<file path="src/rtl/user_au_lpf_pkg.sv">
// Shared types and constants for the time-multiplexed audio low-pass scheduler.
//   sample_t    : signed 32-bit audio sample
//   decay_t     : signed 32-bit fixed-point decay (1.0 = 1 << DECAY_FRAC)
//   lpf_state_e : scheduler FSM states
package user_au_lpf_pkg;

    localparam int DECAY_FRAC = 10;

    typedef logic signed [31:0] sample_t;
    typedef logic signed [31:0] decay_t;

    typedef enum logic [1:0] {
        IDLE    = 2'd0,
        COMPUTE = 2'd1,
        OUTPUT  = 2'd2
    } lpf_state_e;

endpackage

</file>
<file path="src/rtl/user_au_lpf_sched_if.sv">
// Sample stream interface of the LPF scheduler. Signal names are from the
// scheduler's point of view.
//   data_i / valid_i / ready_o : sample source -> scheduler
//   data_o / valid_o / ready_i : scheduler -> sample sink
// Modports: slave = scheduler, master = source/sink environment.
interface user_au_lpf_sched_if;
    import user_au_lpf_pkg::*;

    sample_t data_i;
    logic    valid_i;
    logic    ready_o;
    sample_t data_o;
    logic    valid_o;
    logic    ready_i;

    modport slave (
        input  data_i, valid_i, ready_i,
        output ready_o, data_o, valid_o
    );

    modport master (
        output data_i, valid_i, ready_i,
        input  ready_o, data_o, valid_o
    );

endinterface

</file>
<file path="src/rtl/user_au_lpf_core.sv">
// Combinational first-order low-pass step: y = x + ((decay * (prev - x)) >>> FRAC).
//   i_x     : stage input sample
//   i_prev  : stage history (previous output)
//   i_decay : stage decay coefficient
//   o_y     : stage output
// The difference wraps at 32 bits, the product is full 64-bit signed, the shift
// floors toward -inf, and the final add wraps; there is no saturation.
module user_au_lpf_core
    import user_au_lpf_pkg::*;
#(
    parameter int FRAC = DECAY_FRAC
) (
    input  sample_t i_x,
    input  sample_t i_prev,
    input  decay_t  i_decay,
    output sample_t o_y
);

    logic signed [31:0] w_diff;
    logic signed [63:0] w_prod;
    logic        [31:0] w_step;

    assign w_diff = i_prev - i_x;

    // Both operands are sign-extended by hand; the low 64 bits of the
    // unsigned product equal the two's-complement signed product.
    assign w_prod = {{32{i_decay[31]}}, i_decay} * {{32{w_diff[31]}}, w_diff};
    assign w_step = 32'(w_prod >>> FRAC);
    assign o_y    = i_x + $signed(w_step);

endmodule

</file>
<file path="src/rtl/user_au_lpf_sched.sv">
// Scheduler that applies up to NUM_STAGES cascaded first-order low-pass stages
// to each stream sample, sharing one LPF core, one stage per cycle.
//   clk_i, rst_ni     : clock, async active-low reset
//   strm              : sample stream (user_au_lpf_sched_if.slave)
//   active_stages_i   : stages to apply, sampled on the input handshake
//   cfg_we_i/idx/decay: decay register write, honoured only while IDLE
//   cfg_ready_o       : decay write accepted this cycle
//   clear_i           : flush history and any in-flight sample
//   busy_o            : scheduler not IDLE
//
// state   | meaning
// IDLE    | waiting for an input sample; config writes accepted
// COMPUTE | applying stage r_idx to r_acc, one stage per cycle
// OUTPUT  | presenting r_acc on data_o until the sink takes it
module user_au_lpf_sched #(
    parameter int NUM_STAGES  = 4,
    parameter int DECAY_FRAC  = user_au_lpf_pkg::DECAY_FRAC,
    parameter int DECAY_RESET = 512,
    localparam int CNT_W      = $clog2(NUM_STAGES + 1),
    localparam int IDX_W      = (NUM_STAGES > 1) ? $clog2(NUM_STAGES) : 1
) (
    input  logic                     clk_i,
    input  logic                     rst_ni,
    user_au_lpf_sched_if.slave       strm,
    input  logic [CNT_W-1:0]         active_stages_i,
    input  logic                     cfg_we_i,
    input  logic [IDX_W-1:0]         cfg_idx_i,
    input  user_au_lpf_pkg::decay_t  cfg_decay_i,
    output logic                     cfg_ready_o,
    input  logic                     clear_i,
    output logic                     busy_o
);
    import user_au_lpf_pkg::*;

    lpf_state_e       r_state;
    lpf_state_e       w_state_nxt;
    sample_t          r_acc;
    sample_t          r_hist  [NUM_STAGES];
    decay_t           r_decay [NUM_STAGES];
    logic [CNT_W-1:0] r_idx;
    logic [CNT_W-1:0] r_n;
    logic [CNT_W-1:0] w_n_in;
    logic [IDX_W-1:0] w_sel;
    logic             w_take;
    logic             w_last;
    logic             w_cfg_wr;
    sample_t          w_y;

    assign w_sel  = r_idx[IDX_W-1:0];
    assign w_n_in = (int'(active_stages_i) > NUM_STAGES) ? CNT_W'(NUM_STAGES) : active_stages_i;
    assign w_take = strm.valid_i && strm.ready_o;
    assign w_last = (r_idx == r_n - CNT_W'(1));

    user_au_lpf_core #(
        .FRAC    (DECAY_FRAC)
    ) u_core (
        .i_x     (r_acc),
        .i_prev  (r_hist[w_sel]),
        .i_decay (r_decay[w_sel]),
        .o_y     (w_y)
    );

    always_ff @(posedge clk_i or negedge rst_ni) begin
        if (!rst_ni) begin
            r_state <= IDLE;
        end else begin
            r_state <= w_state_nxt;
        end
    end

    always_comb begin
        w_state_nxt = r_state;
        if (clear_i) begin
            w_state_nxt = IDLE;
        end else begin
            case (r_state)
                IDLE:    if (w_take) w_state_nxt = (w_n_in == '0) ? OUTPUT : COMPUTE;
                COMPUTE: if (w_last) w_state_nxt = OUTPUT;
                OUTPUT:  if (strm.ready_i) w_state_nxt = IDLE;
                default: w_state_nxt = IDLE;
            endcase
        end
    end

    // ready_o and valid_o are masked during clear so that neither a sample
    // nor a discarded output can complete a handshake in that cycle.
    always_comb begin
        strm.ready_o = 1'b0;
        strm.valid_o = 1'b0;
        strm.data_o  = r_acc;
        cfg_ready_o  = 1'b0;
        busy_o       = 1'b1;
        case (r_state)
            IDLE: begin
                strm.ready_o = !clear_i;
                cfg_ready_o  = 1'b1;
                busy_o       = 1'b0;
            end
            OUTPUT:  strm.valid_o = !clear_i;
            default: ;
        endcase
    end

    always_ff @(posedge clk_i or negedge rst_ni) begin
        if (!rst_ni) begin
            r_acc <= '0;
            r_idx <= '0;
            r_n   <= '0;
            for (int i = 0; i < NUM_STAGES; i++) r_hist[i] <= '0;
        end else if (clear_i) begin
            r_acc <= '0;
            r_idx <= '0;
            r_n   <= '0;
            for (int i = 0; i < NUM_STAGES; i++) r_hist[i] <= '0;
        end else begin
            case (r_state)
                IDLE: begin
                    if (w_take) begin
                        r_acc <= strm.data_i;
                        r_idx <= '0;
                        r_n   <= w_n_in;
                    end
                end
                COMPUTE: begin
                    r_acc         <= w_y;
                    r_hist[w_sel] <= w_y;
                    r_idx         <= r_idx + CNT_W'(1);
                end
                default: ;
            endcase
        end
    end

    // Decay registers survive clear; a write landing on the handshake edge
    // is already visible to the first COMPUTE cycle of that sample.
    assign w_cfg_wr = cfg_we_i && cfg_ready_o && (int'(cfg_idx_i) < NUM_STAGES);

    always_ff @(posedge clk_i or negedge rst_ni) begin
        if (!rst_ni) begin
            for (int i = 0; i < NUM_STAGES; i++) r_decay[i] <= decay_t'(DECAY_RESET);
        end else if (w_cfg_wr) begin
            r_decay[cfg_idx_i] <= cfg_decay_i;
        end
    end

endmodule

</file>
<file path="src/flat_wrapper.sv">
// flat-port wrapper written by rule: the top's interface ports become plain ports
module user_au_lpf_sched_flat import user_au_lpf_pkg::*;
#(
    parameter int NUM_STAGES  = 4,
    parameter int DECAY_FRAC  = user_au_lpf_pkg::DECAY_FRAC,
    parameter int DECAY_RESET = 512,
    localparam int CNT_W      = $clog2(NUM_STAGES + 1),
    localparam int IDX_W      = (NUM_STAGES > 1) ? $clog2(NUM_STAGES) : 1
)
  (clk_i, rst_ni, active_stages_i, cfg_we_i, cfg_idx_i, cfg_decay_i, cfg_ready_o, clear_i, busy_o, strm_data_i, strm_valid_i, strm_ready_i, strm_ready_o, strm_data_o, strm_valid_o);
  user_au_lpf_sched_if strm_i ();
  input  logic clk_i;
  input  logic rst_ni;
  input  logic [CNT_W-1:0] active_stages_i;
  input  logic cfg_we_i;
  input  logic [IDX_W-1:0] cfg_idx_i;
  input  user_au_lpf_pkg::decay_t cfg_decay_i;
  output logic cfg_ready_o;
  input  logic clear_i;
  output logic busy_o;
  input wire logic [$bits(strm_i.data_i)-1:0] strm_data_i;
  input wire logic [$bits(strm_i.valid_i)-1:0] strm_valid_i;
  input wire logic [$bits(strm_i.ready_i)-1:0] strm_ready_i;
  output wire logic [$bits(strm_i.ready_o)-1:0] strm_ready_o;
  output wire logic [$bits(strm_i.data_o)-1:0] strm_data_o;
  output wire logic [$bits(strm_i.valid_o)-1:0] strm_valid_o;
  assign strm_i.data_i = strm_data_i;
  assign strm_i.valid_i = strm_valid_i;
  assign strm_i.ready_i = strm_ready_i;
  assign strm_ready_o = strm_i.ready_o;
  assign strm_data_o = strm_i.data_o;
  assign strm_valid_o = strm_i.valid_o;
  user_au_lpf_sched #(.NUM_STAGES(NUM_STAGES), .DECAY_FRAC(DECAY_FRAC), .DECAY_RESET(DECAY_RESET)) u_core (.clk_i(clk_i), .rst_ni(rst_ni), .strm(strm_i), .active_stages_i(active_stages_i), .cfg_we_i(cfg_we_i), .cfg_idx_i(cfg_idx_i), .cfg_decay_i(cfg_decay_i), .cfg_ready_o(cfg_ready_o), .clear_i(clear_i), .busy_o(busy_o));
endmodule
</file>
<file path="config.mk">
export PLATFORM = sky130hd
export DESIGN_NAME = user_au_lpf_sched_flat
export DESIGN_NICKNAME = d
export VERILOG_FILES = /design/src/rtl/user_au_lpf_pkg.sv /design/src/rtl/user_au_lpf_sched_if.sv /design/src/rtl/user_au_lpf_core.sv /design/src/rtl/user_au_lpf_sched.sv /design/src/flat_wrapper.sv
export SDC_FILE = /design/constraint.sdc
export NUM_CORES = 2
export LEC_CHECK = 0
export ABC_AREA = 1
export BUFFER_PORTS_ARGS = -buffer_cell sky130_fd_sc_hd__buf_4
export CORE_UTILIZATION = 55
export DETAILED_ROUTE_END_ITERATION = 7
export PLACE_DENSITY_LB_ADDON = 0.2
export SYNTH_ARGS = -nofsm -noshare
export SYNTH_HDL_FRONTEND = slang
export SYNTH_SLANG_ARGS = --single-unit
</file>
<file path="constraint.sdc">
create_clock -name clk_i -period 33.3 [get_ports clk_i]
set_clock_uncertainty 0.05 [all_clocks]
set_input_delay 1.665 -clock clk_i [delete_from_list [all_inputs] [get_ports clk_i]]
set_output_delay 1.665 -clock clk_i [all_outputs]
set_load 0.005 [all_outputs]
</file>
==> run summary <==
==================================================================================
Core area ...........................................................    74820 um2
Crit path time final ................................................     14110 ps
Top achievable clock speed ..........................................    70.86 MHz
Detailed Routing Iterations Pass 1 ..................................            8
Post-synth top flop ................................................. sky130_fd_sc_hd__dfrtp_1
Die height ..........................................................     277.6 um
Site row count ......................................................          100
Diodes inserted .....................................................            0
Register bit total from synthesis ...................................          296
Unrepaired setup endpoints after global routing .....................        false
Count of vias placed by the detailed router .........................        36220
Ratio of routed vias to standard cells ..............................        5.766
Antenna violations before repair ....................................            0
Result of the run ................................................... finished, final reports clean
Wire length of the first global-routing pass ........................    216700 um
Critical Path Slowest Stage Cell .................................... sky130_fd_sc_hd__clkinv_1
Number of distinct library cells after synthesis ....................           59
Most common cell in the synthesized netlist ......................... sky130_fd_sc_hd__nand2_1
Sequential element share of the synthesized area ....................       17.74%
Maximum number of pins on one net before global-route repair ........          162
Vias in the first global route ......................................        36260
Chip width ..........................................................     277.6 um
Hold buffer count at cts ............................................            0
H-Tree Depth ........................................................            1
Critical path startpoint category ...................................     register
Number of routed nets with antenna violations .......................            0
Critical path class .................................................   reg -> reg
Share of the clock period used by the worst path ....................       42.38%
Number of instances in the synthesized netlist ......................         5290
Starting density of the core ........................................       55.83%
Top-level I/O count .................................................          111
DRC Markers .........................................................            0
Port bufs ...........................................................          110
Top-area cell type share of the netlist area ........................       33.35%
Area delta synth->final .............................................       6.541%
Critical path endpoint category .....................................     register
Tightest Pin Transition .............................................      1283 ps
Synth top cells by count ............................................ 1268 x sky130_fd_sc_hd__nand2_1, 1061 x sky130_fd_sc_hd__inv_1, 696 x sky130_fd_sc_hd__fa_1
Number of max-capacitance violations reported .......................            0
Aggregate global-route resource usage ...............................       37.25%
Netlist area before placement .......................................    41770 um2
Syn_area_per_cell ...................................................    7.897 um2
Sum of negative setup slack .........................................         0 ps
Total count of hold-check failures in the final report ..............            0
Final wirelength ....................................................    140100 um
Total setup buffers inserted after CTS ..............................            0
Number of buffers added by the clock tree synthesis step ............           29
Longest Clk Path Bufs ...............................................            3
Count of flip-flops with a built-in enable after synthesis ..........            0
Root buffer selected by CTS ......................................... sky130_fd_sc_hd__clkbuf_16
Share of final-layout standard cells stronger than drive strength 1 .       6.343%
Data arrival at the endpoint of the critical path ...................     14510 ps
Area enclosed by the die boundary ...................................    77060 um2
Total congestion overflow ...........................................            0
Total of endpoints with negative setup slack in the final report ....            0
Final Wtd Congestion ................................................        1.036
Placed wire-length estimate .........................................    109000 um
Sinks on Clock Net ..................................................          296
Flop2flop setup slack ...............................................     19190 ps
Gates resized, CTS repair ...........................................            0
Clock tree from TritonCTS ...........................................        built
Largest area contributor in the synthesized netlist ................. sky130_fd_sc_hd__fa_1
Synthesis warning total .............................................            0
Required time of the critical path ..................................     33700 ps
Slowest cell delay on critical path .................................       870 ps
Clock-pin slew on the worst setup and hold paths ....................        60 ps
Synth async-reset ratio .............................................       100.0%
Max Transition Viols Final ..........................................            0
Clock insertion delay at the later pin of the skew report ...........       560 ps
First DRT Iteration DRCs ............................................         3395
Final net count .....................................................         6291
Cell types occupying the most area after synthesis .................. sky130_fd_sc_hd__fa_1 33%, sky130_fd_sc_hd__dfrtp_1 17%, sky130_fd_sc_hd__nand2_1 11%, sky130_fd_sc_hd__inv_1 9.5%, sky130_fd_sc_hd__ha_1 6.8%
Synthesized net count ...............................................         6288
Class of the most critical hold timing path .........................   reg -> reg
Crit-path max FO ....................................................           62
Worst slew margin ...................................................       14.16%
Average wire per standard cell ......................................     22.30 um
==================================================================================
stage by stage:
| stage | hold WS (ps) | util, % | setup slack (ps) | cell area, um2 | cells |
|---|---|---|---|---|---|
| 2_1_floorplan | 393.7 | - | 22250 | 41770 | 5290 |
| 3_3_place_gp | 408.4 | 58.14 | 19690 | 43500 | 6231 |
| 3_5_place_dp | 410.6 | 58.14 | 19600 | 43500 | 6231 |
| 4_1_cts | 430.7 | 59.48 | 19550 | 44510 | 6282 |
| 5_1_grt | 451.3 | 59.48 | 18490 | 44510 | 6282 |
| 6_report | 431.5 | 59.48 | 19190 | 44510 | 6282 |
logic make-up after synthesis:
family,share of synthesized area [%]
xor+xnor,1.405
flops,17.74
buf+inv,11.72
compound gates,8.524
simple gates,20.46
fa+ha+maj,40.15
state kept, by name, indices dropped and copies added, names as in the netlist:
signal	cells
u_core.r_idx	3
u_core.r_decay	128
u_core.r_n	3
u_core.strm.data_o	32
u_core.r_hist	128
u_core.r_state	2
routing by layer:
metal / track usage, % / up-vias / routed length [um]
met5: 0 / - / 0
met3: 7.243 / 416 / 14590
met2: 58.18 / 1869 / 62770
met4: 15.75 / 0 / 7480
met1: 50.92 / 17950 / 55240
li1: - / 15980 / -
critical path: cells and delay by family (launching register included):
family / cells / cell delay [ps]
xor gates and xnor gates: 1 / 400
and+or+nand+nor: 19 / 3240
buffers and inverters: 7 / 2200
DFF: 1 / 810
adders and majority gates: 11 / 5000
AOI/OAI and AO/OA: 6 / 2190
worst paths after layout:
check	start	endpoint	cells past startpoint
worst max-delay path	u_core.r_idx[0]	u_core.r_hist[23]	44
worst min-delay path	u_core.r_decay[70]	u_core.r_decay[70]	2
worst max register to register	u_core.r_idx[0]	u_core.r_hist[23]	44
worst min register to register	u_core.r_decay[70]	u_core.r_decay[70]	2
max in group asynchronous	rst_ni	u_core.r_decay[85]	2
min in group asynchronous	rst_ni	u_core.r_state[1]	1
final cells by class:
type | count | area [um2]
flip-flops and latches | 296 | 7417
multi-input cells | 3709 | 29490
well taps | 969 | 1212
fillers | 6891 | 30320
clock inverters | 10 | 177.7
repair buffers | 169 | 1289
inverters | 1088 | 4088
clock buffers | 41 | 830.8
cells in the final DEF (no fill, tap or decap), types with 133 or more instances in the layout:
cell type / instances
sky130_fd_sc_hd__inv_1: 1060
sky130_fd_sc_hd__dfrtp_1: 290
sky130_fd_sc_hd__fa_1: 696
sky130_fd_sc_hd__nor2_1: 506
sky130_fd_sc_hd__ha_1: 227
sky130_fd_sc_hd__o21ai_0: 325
sky130_fd_sc_hd__nand3_1: 186
sky130_fd_sc_hd__a21oi_1: 133
sky130_fd_sc_hd__buf_4: 167
sky130_fd_sc_hd__nand2_1: 1265
Power is left out: the tool's default activity adds up to more than one toggle a clock period on the data nets, which glitch-free logic cannot reach.
